--- config.mk ---
export PLATFORM = sky130hd
export DESIGN_NAME = mca_dot_pipe
export DESIGN_NICKNAME = d
export VERILOG_FILES = /design/src/rtl/mca_pkg.sv /design/src/rtl/mca_sat_acc.sv /design/src/rtl/mca_dot_pipe.sv
export SDC_FILE = /design/constraint.sdc
export NUM_CORES = 1
export LEC_CHECK = 0
export CAP_MARGIN = 20
export CORE_MARGIN = 3
export CORE_UTILIZATION = 60
export CTS_CLUSTER_DIAMETER = 200
export DETAILED_ROUTE_END_ITERATION = 12
export GPL_TIMING_DRIVEN = 0
export PLACE_DENSITY = 0.82
export SLEW_MARGIN = 10
export SYNTH_ARGS = -nofsm -noshare
export SYNTH_HDL_FRONTEND = slang
export SYNTH_SLANG_ARGS = --single-unit
--- constraint.sdc ---
create_clock -name clk -period 8 [get_ports clk]
set_input_delay 1.2 -clock clk [delete_from_list [all_inputs] [get_ports clk]]
set_output_delay 1.2 -clock clk [all_outputs]
set_load 0.01 [all_outputs]
--- src/rtl/mca_pkg.sv ---
// Shared definitions for the multiply-accumulate dot-product block.
//  - Default operand and accumulator widths.
//  - mca_ovf: overflow detection for an ACC_W-bit add, given the operand
//    sign bits, the result sign bit and the carry out of the top bit.
package mca_pkg;

  localparam int MCA_DATA_W = 8;
  localparam int MCA_ACC_W  = 24;

  // Unsigned: the add overflowed when it carried out of the top bit.
  // Signed: two operands of equal sign produced a result of the other sign.
  function automatic logic mca_ovf(input logic sgn,
                                   input logic a_msb,
                                   input logic b_msb,
                                   input logic s_msb,
                                   input logic carry);
    if (sgn) return (a_msb == b_msb) && (s_msb != a_msb);
    return carry;
  endfunction

endpackage

--- src/rtl/mca_sat_acc.sv ---
// Combinational ACC_W-bit adder with overflow flag and optional saturation.
// Ports:
//  a, b  in   ACC_W  addends (two's complement when SIGNED=1)
//  sum   out  ACC_W  clamped (SATURATE=1) or wrapped (SATURATE=0) sum
//  ovf   out  1      the exact sum does not fit in ACC_W bits
module mca_sat_acc
  import mca_pkg::*;
#(
  parameter int ACC_W    = MCA_ACC_W,
  parameter int SIGNED   = 0,
  parameter int SATURATE = 1
) (
  input  logic [ACC_W-1:0] a,
  input  logic [ACC_W-1:0] b,
  output logic [ACC_W-1:0] sum,
  output logic             ovf
);

  logic [ACC_W:0] raw;
  logic           ext_a;
  logic           ext_b;

  // On overflow the direction is given by the operand sign: two positives
  // overflow upwards, two negatives downwards. Unsigned only overflows upwards.
  function automatic logic [ACC_W-1:0] clamp(input logic [ACC_W-1:0] wrapped,
                                             input logic             over,
                                             input logic             a_msb);
    if (!over || (SATURATE == 0)) return wrapped;
    if (SIGNED == 0) return '1;
    if (a_msb) return {1'b1, {(ACC_W-1){1'b0}}};
    return {1'b0, {(ACC_W-1){1'b1}}};
  endfunction

  always_comb begin
    ext_a = (SIGNED != 0) ? a[ACC_W-1] : 1'b0;
    ext_b = (SIGNED != 0) ? b[ACC_W-1] : 1'b0;
    raw   = {ext_a, a} + {ext_b, b};
    ovf   = mca_ovf(SIGNED != 0, a[ACC_W-1], b[ACC_W-1], raw[ACC_W-1], raw[ACC_W]);
    sum   = clamp(raw[ACC_W-1:0], ovf, a[ACC_W-1]);
  end

endmodule

--- src/rtl/mca_dot_pipe.sv ---
// Pipelined dot-product engine: multiplies (a,b) pairs in stage 1 and
// accumulates them in stage 2 over VEC_LEN terms (or fewer when in_last is
// set), presenting one result beat per vector with an overflow flag.
// Ports:
//  clk        in   1        rising-edge clock
//  reset      in   1        asynchronous active-low reset
//  clear      in   1        sync flush of partial vector and stage-1 product
//  in_valid   in   1        operand pair valid
//  in_ready   out  1        pair accepted this cycle
//  in_a/in_b  in   DATA_W   operands
//  in_last    in   1        pair closes the vector
//  out_valid  out  1        result held
//  out_ready  in   1        consumer takes the result
//  out_data   out  ACC_W    dot product
//  out_ovf    out  1        overflow occurred within the vector
//  out_count  out  CNT_W    number of terms in the result
module mca_dot_pipe
  import mca_pkg::*;
#(
  parameter int DATA_W   = MCA_DATA_W,
  parameter int ACC_W    = MCA_ACC_W,
  parameter int VEC_LEN  = 4,
  parameter int SIGNED   = 0,
  parameter int SATURATE = 1,
  localparam int CNT_W   = $clog2(VEC_LEN + 1)
) (
  input  logic              clk,
  input  logic              reset,
  input  logic              clear,
  input  logic              in_valid,
  output logic              in_ready,
  input  logic [DATA_W-1:0] in_a,
  input  logic [DATA_W-1:0] in_b,
  input  logic              in_last,
  output logic              out_valid,
  input  logic              out_ready,
  output logic [ACC_W-1:0]  out_data,
  output logic              out_ovf,
  output logic [CNT_W-1:0]  out_count
);

  localparam int PROD_W = 2 * DATA_W;

  generate
    if (ACC_W < 2 * DATA_W) begin : g_acc_w_chk
      $error("mca_dot_pipe: ACC_W must be >= 2*DATA_W");
    end
    if (VEC_LEN < 1) begin : g_vec_len_chk
      $error("mca_dot_pipe: VEC_LEN must be >= 1");
    end
  endgenerate

  logic adv;

  logic               [PROD_W-1:0] prod_u_p0;
  logic signed        [PROD_W-1:0] prod_s_p0;
  logic               [PROD_W-1:0] prod_p0;

  logic [PROD_W-1:0] prod_p1;
  logic              vld_p1;
  logic              last_p1;

  logic [CNT_W-1:0] cnt;
  logic [ACC_W-1:0] acc;
  logic             ovf_acc;

  logic [ACC_W-1:0] prod_ext_p1;
  logic [ACC_W-1:0] acc_in_p1;
  logic [ACC_W-1:0] sum_p1;
  logic             ovf_p1;
  logic             vec_end_p1;
  logic             load_p2;

  // A held, unconsumed result freezes the whole pipeline.
  assign adv      = !(out_valid && !out_ready);
  assign in_ready = adv;

  // ---- stage 0: operand multiply ----
  always_comb begin
    prod_u_p0 = {{DATA_W{1'b0}}, in_a} * {{DATA_W{1'b0}}, in_b};
    prod_s_p0 = $signed({{DATA_W{in_a[DATA_W-1]}}, in_a}) *
                $signed({{DATA_W{in_b[DATA_W-1]}}, in_b});
    prod_p0   = (SIGNED != 0) ? prod_s_p0 : prod_u_p0;
  end

  always_ff @(posedge clk or negedge reset) begin
    if (!reset) begin
      prod_p1 <= '0;
      vld_p1  <= 1'b0;
      last_p1 <= 1'b0;
    end else if (clear) begin
      vld_p1  <= 1'b0;
    end else if (adv) begin
      prod_p1 <= prod_p0;
      vld_p1  <= in_valid;
      last_p1 <= in_last;
    end
  end

  // ---- stage 1: accumulate ----
  always_comb begin
    prod_ext_p1 = ((SIGNED != 0) && prod_p1[PROD_W-1]) ? '1 : '0;
    prod_ext_p1[PROD_W-1:0] = prod_p1;
    acc_in_p1   = (cnt == '0) ? '0 : acc;
    vec_end_p1  = last_p1 || (cnt == CNT_W'(VEC_LEN - 1));
    load_p2     = adv && vld_p1 && vec_end_p1 && !clear;
  end

  mca_sat_acc #(
    .ACC_W    (ACC_W),
    .SIGNED   (SIGNED),
    .SATURATE (SATURATE)
  ) u_sat_acc (
    .a   (acc_in_p1),
    .b   (prod_ext_p1),
    .sum (sum_p1),
    .ovf (ovf_p1)
  );

  always_ff @(posedge clk or negedge reset) begin
    if (!reset) begin
      cnt     <= '0;
      acc     <= '0;
      ovf_acc <= 1'b0;
    end else if (clear) begin
      cnt     <= '0;
      acc     <= '0;
      ovf_acc <= 1'b0;
    end else if (adv && vld_p1) begin
      if (vec_end_p1) begin
        cnt     <= '0;
        acc     <= '0;
        ovf_acc <= 1'b0;
      end else begin
        cnt     <= cnt + CNT_W'(1);
        acc     <= sum_p1;
        ovf_acc <= ovf_acc | ovf_p1;
      end
    end
  end

  // ---- stage 2: result register ----
  // A new result may load on the same edge the previous one is consumed.
  always_ff @(posedge clk or negedge reset) begin
    if (!reset) begin
      out_valid <= 1'b0;
      out_data  <= '0;
      out_ovf   <= 1'b0;
      out_count <= '0;
    end else if (load_p2) begin
      out_valid <= 1'b1;
      out_data  <= sum_p1;
      out_ovf   <= ovf_acc | ovf_p1;
      out_count <= cnt + CNT_W'(1);
    end else if (out_valid && out_ready) begin
      out_valid <= 1'b0;
    end
  end

endmodule

[Word-level counts from Yosys, hierarchy flattened]
Index checks and enable logic that the tools add are counted.
Cells by class
  $add $sub $neg: 2
  multiply operators: 1
  divide/modulo/power cells: 0
  magnitude comparators: 0
  equal/unequal tests: 2
  shift-type cells: 0
  mux-type cells: 22
  bitwise gates (word level): 3
  reductions and logical operators: 13
Operator list (number)
  24-bit 2-to-1 mux: 7
  24-bit by 16-bit adder with 25-bit output: 1
  23-bit 2-to-1 mux: 1
  8-bit by 8-bit multiplier with 16-bit output: 1
  1-bit 2-to-1 mux: 11
  3-bit 2-to-1 mux: 3
  1-bit logical AND: 5
  2-bit nonzero test: 2
  3-bit by 1-bit adder with 3-bit output (second input constant): 1
  3-bit by 2-bit equality test with 1-bit output (second input constant): 1
  1-bit logical NOT: 3
  3-bit logical NOT: 1
  2-bit != test (second input constant): 1
  1-bit NOT: 2
  2-bit AND reduction: 1
  1-bit logical OR: 1
  1-bit bitwise OR: 1
Word-level totals
  bits in registers: 75
  bits in latches: 0
  memory bits (writable): 0
  bits in read-only memories: 0
  bits of input ports: 22
  output and inout port bits: 30
  logic and storage cells: 53
  memories kept: 0

[Logic depth before layout (Yosys ltp)]
  depth after elaboration: 12
  gate-level depth with buffers: 17
  mapped depth without buffers: 17

[Modules after synthesis]
A second synthesis with hierarchy kept.
Unflattened totals
  cells, all modules: 746
  area total of the unflattened synthesis: 6663.9 µm²
By module, submodules not included
  mca_dot_pipe: instances 1, cells an instance 523, area an instance 5069.9 µm²
  mca_sat_acc: instances 1, cells an instance 223, area an instance 1594.0 µm²

[Worst setup path before layout]
Ideal clock, no wire load.
  kind: input to register
  from: input port in_b[7]
  to: register prod_p1[13]
  library setup time: 0.120 ns
  data arrival time: 5.022 ns
  required time: 7.880 ns
  setup slack: 2.858 ns
  cell stages on the path: 13
  cell sequence: and2_1 fa_1 fa_1 fa_1 inv_1 fa_1 inv_1 ha_1 or3_1 o2111a_1 o21a_1 or3_1 a31o_1
Between the ends
  longest elaborated chain between the ends: 1
RTL lines
  start: declaration: line mca_dot_pipe.sv:33  | input logic [DATA_W-1:0] in_b,
  8-bit by 8-bit multiplier with 16-bit output: line mca_dot_pipe.sv:80  | prod_u_p0 = {{DATA_W{1'b0}}, in_a} * {{DATA_W{1'b0}}, in_b};
  end signal: assignment: line mca_dot_pipe.sv:94  | prod_p1 <= prod_p0;
  end: declaration: line mca_dot_pipe.sv:59  | logic [PROD_W-1:0] prod_p1;
No other way between the ends.
A chain may end at the register's enable or synchronous reset.

[Worst setup path after layout]
Ends and elaborated chain as after synthesis.

==> flow_summary.ini <==
[status]
status = completed

[timing]
worst_slew_pin_slew_ps = 960
whs_ps = 470
fin_crit_sh = 0.696
fin_crit_ps = 5570
fmax_mhz = 179
grt_setup_unrepaired = no
setup_viol = 0
report.final.slew_viol_count = 0
slew-limit-headroom = 0.360
final_hold_viol_count = 0
totalNegativeSetupSlack_ps = 0
finalClockSkew_ps = 11.2

[power]
p_sw_uw = 610
p_per_area_mw_per_mm2 = 226
power_frac_seq = 0.318
switching_share = 0.378
intPower_uw = 1000
clock_power_share = 0.212
irDropWorstVdd_mv = 0.133
fin_total_pwr_uw = 1610
leakage_uw = 0.00349
combPwrFrac = 0.469

[grt]
globalRoute.totalOverflow = 0
grt_pass1_vias = 5250
track_usage = 0.264
antenna_found_initial = 0
grt_pass1_wl_um = 24300
grt_max_degree = 42

[synthesis]
yosysWarnings = 0
synth_edf_count = 0
ys_seq_elements = 75
synth_area_leaders = dfrtp_1 30%, fa_1 12%, ha_1 11%
yosysTopAreaCellShare = 0.301
synthesis.nets = 811
netlist_area_sq_mm = 0.00623
ys_async_sr_fraction = 1.00
syn_avg_cell_area_sq_um = 8.93
synthDistinctLibCells = 55
synthCells = 697
yosysTopAreaCell = dfrtp_1
ys_seq_area_frac = 0.301
synthFlopType = dfrtp_1

[layout]
nets = 874
layout_common_cells = 83 x nand2_1, 75 x dfrtp_1, 72 x inv_1, 67 x and2_1, 55 x ha_1
area_growth_pct = 14.8
final_cells = 897
antenna_cells = 0
final_common_cell = nand2_1
drive_gt1_frac = 0.0563

[detailed_routing]
wl_per_cell_um = 16.0
drc = 0
drtPass1Iterations = 5
wl_um = 14400
drtIter0Drc = 282
num_vias = 5139
ant_nets = 0
vias_per_cell = 5.73

[flow_run]
cap_violations = 0

[setup_path]
critPathMaxFanout = 8
cp.arrival_ps = 5820
cp.required_ps = 8250
critPathCaptureType = register
crit_type = input pin to register
startpoint_type = input pin

[clocking]
clockBufferDepth = 2
cts_root_buf = clkbuf_8
clkTransAtPathRegs_ps = 70
clkSinkCount = 75
clk_latency_ps = 360
ctsResizeCount = 0
holdBufCountCts = 0
ctsHtreeMaxLevel = 3
cts_tree = built
cts_made_buffers = 9
post_cts_buffers = 0

[place]
port_buffers = 51
placedCellCount = 882
gp_congestion = 0.931
detailed_place_hpwl_um = 11600

[floorplan]
fp.dieW_um = 108
coreArea_sq_mm = 0.00991
io_pins = 52
design.die.area_sq_mm = 0.0116
die_h_um = 108
start_util = 0.628
rows = 36

[worst_hold_path]
min_path_type = register to register
-- Yosys cell counts (all sizes together), types with 4 or more instances --
master,instances
a211oi,4
o21bai,5
and3,5
dfrtp,75
nand4,4
a21o,18
ha,55
nand2,83
buf,12
nor3,5
a21oi,36
o21ai,50
xor2,10
clkbuf,13
a22o,4
a31oi,20
nand2b,6
o31ai,4
fa,37
a31o,4
o211ai,7
xnor2,19
and2,67
inv,72
nand3,12
nor2,45
-- power by group through the flow --
stage	Clock [uW]	Sequential, uW	Combinational (uW)
floorplan	0	528	495
global placement	0	518	725
detailed placement	0	521	754
CTS	347	514	759
global route	361	524	859
finish	342	514	757
-- metal layers --
layer	wire, um	track usage	vias to the layer above
li1	-	-	2468
met1	5790	0.311	2488
met2	7670	0.491	152
met3	587	0.0246	31
met4	336	0.103	0
met5	0	0	-
-- logic make-up after synthesis --
kind of cell	synth area share
muxes	0.00342
and+or+nand+nor	0.181
xor gates and xnor gates	0.0408
adders and majority gates	0.230
DFF	0.301
AOI/OAI and AO/OA	0.183
buffers and inverters	0.0607
-- final cells by class --
type | instances | area, sq um
Multi-Input combinational cell | 525 | 3970
Fill cell | 766 | 2760
Sequential cell | 75 | 1880
Timing Repair Buffer | 52 | 528
Inverter | 72 | 270
Tap cell | 133 | 166
Clock buffer | 9 | 124
Buffer | 25 | 108
Clock inverter | 6 | 105
-- worst max-delay path, stage by stage --
cell and delay [ps]:
clkdlybuf4s50_1 550, and2_1 260, fa_1 500, fa_1 530
fa_1 560, inv_1 60, fa_1 540, inv_1 40
ha_1 200, or3_1 380, o2111a_1 280, o21a_1 180
or3_1 320, a31o_1 220
-- path summary, 6_finish.rpt --
kind,end,cells after the start,slack [ps],from
worst max-delay path,prod_p1[13],14,2430,in_b[7]
max in group asynchronous,prod_p1[10],2,6650,reset
worst min register to register,acc[5],1,470,acc[5]
worst max register to register,acc[21],15,3880,cnt[0]
worst min-delay path,acc[5],1,470,acc[5]
min in group asynchronous,out_data[20],1,780,reset
-- flip-flops by register name, indices dropped and copies added (netlist names) --
register,cells
vld_p1,1
out_valid,1
last_p1,1
out_data,24
out_count,3
prod_p1,16
ovf_acc,1
cnt,3
acc,24
out_ovf,1
-- per-stage QoR --
step / setup slack (ps) / utilization / area [sq um]
floorplan: 2860 / - / 6230
global placement: 2140 / 0.697 / 6900
detailed placement: 2060 / 0.698 / 6920
CTS: 2450 / 0.721 / 7150
global route: 2220 / 0.721 / 7150
finish: 2430 / 0.721 / 7150
No activity file was read; power rests on OpenSTA's default activity.
